## src/rtl/mem_bus_arbiter.sv

```systemverilog
// Shares one external memory bus between the CPU and a DMA master, with programmable wait states
// and a turnaround cycle. Define MEM_BUS_ARB_ROUND_ROBIN_EN for round-robin arbitration (default: CPU priority).
module mem_bus_arbiter #(
  parameter int unsigned WAIT_STATES = 1
) (
  input  logic        clk,
  input  logic        n_rst,
  input  logic [15:0] cpu_a,
  input  logic        cpu_n_oe,
  input  logic        cpu_n_we,
  output logic        cpu_n_rdy,
  input  logic        dma_req,
  input  logic        dma_we,
  input  logic [15:0] dma_a,
  output logic        dma_ack,
  output logic [15:0] mem_a,
  output logic        mem_n_oe,
  output logic        mem_n_we,
  output logic        n_cpu_d_oe,
  output logic        n_dma_d_oe
);

  localparam logic [2:0] LAST_CNT = 3'(WAIT_STATES);
  localparam logic       ZERO_WS  = (LAST_CNT == 3'd0);

  typedef enum logic [1:0] {IDLE, CPU_ACC, DMA_ACC, TURN} state_t;

  state_t     state;
  logic [2:0] cnt;
  logic [2:0] cnt_inc;
  logic       cpu_req;
  logic       cpu_wr;
  logic       any_req;
  logic       grant_dma;
  logic       grant_wr;
  logic       last_beat;

  // Simultaneous OE and WE from the CPU is illegal and resolves to a read.
  assign cpu_req = ~cpu_n_oe | ~cpu_n_we;
  assign cpu_wr  = cpu_n_oe & ~cpu_n_we;
  assign any_req = cpu_req | dma_req;
  assign cnt_inc = cnt + 3'd1;
  assign last_beat = (cnt_inc == LAST_CNT);

`ifdef MEM_BUS_ARB_ROUND_ROBIN_EN
  logic last_dma;

  // On contention, hand the bus to whichever master was not served last.
  assign grant_dma = dma_req & (~cpu_req | ~last_dma);

  always_ff @(posedge clk or negedge n_rst) begin
    if (!n_rst)
      last_dma <= 1'b1;
    else if (state == IDLE && any_req)
      last_dma <= grant_dma;
  end
`else
  assign grant_dma = dma_req & ~cpu_req;
`endif

  assign grant_wr = grant_dma ? dma_we : cpu_wr;

  always_ff @(posedge clk or negedge n_rst) begin
    if (!n_rst) begin
      state      <= IDLE;
      cnt        <= 3'd0;
      mem_a      <= 16'h0000;
      mem_n_oe   <= 1'b1;
      mem_n_we   <= 1'b1;
      n_cpu_d_oe <= 1'b1;
      n_dma_d_oe <= 1'b1;
      cpu_n_rdy  <= 1'b1;
      dma_ack    <= 1'b0;
    end else begin
      case (state)
        IDLE: begin
          if (any_req) begin
            state      <= grant_dma ? DMA_ACC : CPU_ACC;
            cnt        <= 3'd0;
            mem_a      <= grant_dma ? dma_a : cpu_a;
            mem_n_oe   <= grant_wr;
            mem_n_we   <= ~grant_wr;
            n_cpu_d_oe <= grant_dma;
            n_dma_d_oe <= ~grant_dma;
            // With zero wait states the first strobe cycle is also the completion cycle.
            cpu_n_rdy  <= ~(~grant_dma & ZERO_WS);
            dma_ack    <= grant_dma & ZERO_WS;
          end
        end

        CPU_ACC, DMA_ACC: begin
          if (cnt == LAST_CNT) begin
            state      <= TURN;
            cnt        <= 3'd0;
            mem_n_oe   <= 1'b1;
            mem_n_we   <= 1'b1;
            n_cpu_d_oe <= 1'b1;
            n_dma_d_oe <= 1'b1;
            cpu_n_rdy  <= 1'b1;
            dma_ack    <= 1'b0;
          end else begin
            cnt       <= cnt_inc;
            cpu_n_rdy <= ~((state == CPU_ACC) & last_beat);
            dma_ack   <= (state == DMA_ACC) & last_beat;
          end
        end

        TURN: begin
          state      <= IDLE;
          mem_n_oe   <= 1'b1;
          mem_n_we   <= 1'b1;
          n_cpu_d_oe <= 1'b1;
          n_dma_d_oe <= 1'b1;
          cpu_n_rdy  <= 1'b1;
          dma_ack    <= 1'b0;
        end

        default: state <= IDLE;
      endcase
    end
  end

endmodule
```

## config.mk

```make
export PLATFORM = sky130hd
export DESIGN_NAME = mem_bus_arbiter
export DESIGN_NICKNAME = d
export VERILOG_FILES = /design/src/rtl/mem_bus_arbiter.sv
export SDC_FILE = /design/constraint.sdc
export NUM_CORES = 1
export LEC_CHECK = 0
export ABC_AREA = 1
export BUFFER_PORTS_ARGS = -buffer_cell sky130_fd_sc_hd__buf_2
export CAP_MARGIN = 20
export CORE_ASPECT_RATIO = 1.25
export CORE_MARGIN = 4
export CORE_UTILIZATION = 33
export CTS_CLUSTER_DIAMETER = 50
export DETAILED_ROUTE_END_ITERATION = 7
export HOLD_SLACK_MARGIN = 0.03
export PLACE_DENSITY = 0.61
export SLEW_MARGIN = 20
export SYNTH_ARGS = -nofsm -noshare
export SYNTH_HDL_FRONTEND = slang
export SYNTH_SLANG_ARGS = --single-unit
```

## constraint.sdc

```tcl
create_clock -name clk -period 2.1 [get_ports clk]
set_input_delay 0.21 -clock clk [delete_from_list [all_inputs] [get_ports clk]]
set_output_delay 0.21 -clock clk [all_outputs]
set_load 0.01 [all_outputs]
```

==> qor.yml <==
status:
  status: "completed"
detailed_routing:
  initialDrtViolationCount: 62
  vias_per_cell: 4.33
  vias: 1391
  drt_first_pass_iters: 5
  ant_nets: 0
  wl_per_cell_um: 10.4
  wl_um: 3330
  drc_errors: 0
floorplanning:
  dieArea_um2: 5560
  core_um2: 4200
  die_y_um: 82.4
  start_util: 0.348
  ios: 60
  die_x_um: 67.5
  num_rows: 26
min_path:
  hold_end: "mem_a[13]"
  worstHoldStart: "cpu_a[13]"
  hold_path.class: "in2reg"
  min_path_cells: 5
yosys:
  synth-compound-area-share: 0.0642
  yosysTopAreaCell: "dfrtp_1"
  yosys.area_share.simple: 0.352
  synthesis.area_um2: 1460
  yosysTopAreaCellShare: 0.377
  synthCells: 207
  synth-seq-cells: 27
  synth.distinct_cells: 18
  synthXorXnorAreaFrac: 0
  synth_top_family_by_area: "simple AND/OR/NAND/NOR gates"
  yosysSeqAreaShare: 0.467
  ys_top_cells_by_area: "dfrtp_1 38%, nand2_1 27%, dfstp_2 9.0%"
  synth-adder-area-share: 0.0257
  synth.net_count: 248
  syn_area_per_cell_um2: 7.06
  synthMuxAreaShare: 0
  yosys_warnings: 0
cells_and_area:
  syn_to_final_growth_pct: 26.3
  antenna_cells: 0
  final_cell_mix: "104 x nand2_1, 59 x buf_2, 23 x inv_1"
  regArea_um2: 682
  layout-drive-gt1-share: 0.279
  layout_commonest_cell: "nand2_1"
  fin_nets: 307
  multi_input_area_um2: 646
  nFillCells: 463
global_route:
  gr-total-overflow: 0
  antenna_found_initial: 0
  grt_pass1_vias: 1294
  grt_pass1_wl_um: 5580
  track_usage: 0.129
  grt_start_max_net_pins: 34
timing:
  setup_viol: 0
  period_minus_slack_ps: 1630
  hold_viol: 0
  skew_ps: 2.99
  worst_pin_slew_ps: 600
  setup_tns_ps: 0
  final.period_utilization: 0.775
  rsz0062_at_grt: "false"
  slew_violations: 0
  fmax_mhz: 615
  maxSlewHeadroom: 0.600
  worst_slack_ps: 473
critical_path:
  cp_max_fo: 16
  cp-start-kind: "flip-flop"
  worst-setup-path-type: "reg2reg"
  crit_family: "flip-flops"
  r2r_slack_ps: 470
  critPathBufInv: 2
  cpMaxStageDelayCell: "dfrtp_1"
  crit_chain: "inv_1, ha_1, o21ai_2, inv_2, nand2_1, nand2_1"
  cp.required_ps: 2310
  crit_arrival_ps: 1830
  reg2reg_depth: 6
  r2r-end: "mem_a[5]"
  reg2reg_from: "state[0]"
  path_common_cell: "nand2_1"
  endpoint_kind: "flip-flop"
  cpPeakStageDelay_ps: 400
placed_design:
  place_ws_ps: 480
  place_hpwl_um: 2540
  numPortBuffers: 59
  gp_congestion: 0.818
clock_network:
  clockBufferDepth: 2
  cts_sinks: 27
  cts_tree: "done"
  clkTransAtPathRegs_ps: 90
  cts-root-buf: "clkbuf_8"
  clkLatencyLatePin_ps: 260
  tritoncts.num_buffers: 3
  ctsResizeCount: 0
  htree_levels: 1
  postCtsSetupBuffers: 0
pwr:
  power.total_w: 0.00238
  ir_worst_vdd_v: 0.000513
  leakagePower_nw: 1.12
  powerDensity_nw_per_um2: 1290
job:
  drv_cap: 0
cell type report:
| cell class | count | share of cell area |
|---|---|---|
| Sequential cell | 27 | 0.369 |
| Multi-Input combinational cell | 149 | 0.350 |
| Timing Repair Buffer | 61 | 0.169 |
| Inverter | 24 | 0.0488 |
| Tap cell | 56 | 0.0380 |
| Clock buffer | 4 | 0.0244 |
state kept, by name, indices dropped and copies added (netlist names):
register    cells
cnt             3
cpu_n_rdy       1
dma_ack         1
mem_a          16
mem_n_oe        1
mem_n_we        1
n_cpu_d_oe      1
n_dma_d_oe      1
state           2
kinds of logic (layout without fill, tap and decap cells):
| kind of cell | Yosys count | count (layout) |
|---|---|---|
| buf+inv | 31 | 89 |
| fa+ha+maj | 3 | 3 |
| flops | 27 | 27 |
| simple gates | 128 | 128 |
| compound gates | 18 | 18 |
worst max path at each step:
stage / from / end / depth (start not counted)
finish: state[0] / mem_a[5] / 6
global route: state[1] / mem_a[5] / 6
CTS: state[0] / mem_a[5] / 6
detailed placement: state[0] / mem_a[5] / 6
global placement: state[0] / mem_a[5] / 6
floorplan: state[0] / cnt[1] / 8
repair_timing:
| action | CTS | global route |
|---|---|---|
| hold buffers | 1 | 0 |
| setup endpoints to repair | 0 | 0 |
| hold endpoints to repair | 22 | 0 |
routing by layer:
metal / GRT usage / vias to the layer above / wire length (um)
li1: - / 747 / -
met1: 0.162 / 604 / 1490
met2: 0.220 / 34 / 1620
met3: 0.0217 / 6 / 171
met4: 0.0467 / 0 / 47
met5: 0 / - / 0
cells in the mapped netlist (all sizes together):
| cell | count |
|---|---|
| ha | 3 |
| dfrtp | 22 |
| nand4 | 1 |
| nand2 | 106 |
| o21ai | 18 |
| buf | 7 |
| nor2 | 6 |
| inv | 24 |
| nand3 | 15 |
| dfstp | 5 |
tightest hold or removal path, delay by kind of cell:
kind	cells	cell delay, ps
buffers and inverters	1	70
and+or+nand+nor	3	130
AOI/OAI and AO/OA	1	60
per-stage QoR:
step                      hold slack (ps)  cells  instance area (um^2)   util
after floorplan                     -85.6    207                  1460      -
final                                 238    321                  1850  0.440
after detailed placement              258    316                  1790  0.427
after global placement                252    316                  1790  0.427
after CTS                             231    321                  1850  0.440
after global routing                  247    321                  1850  0.440
power breakdown:
part	total (W)	internal, W	leakage (nW)	switching [W]
combinational	0.00117	0.000431	0.771	0.000737
clock	0.000285	0.000136	0.0228	0.000150
sequential	0.000922	0.000789	0.329	0.000133
Note: power is estimated with default switching activity, not from simulation.
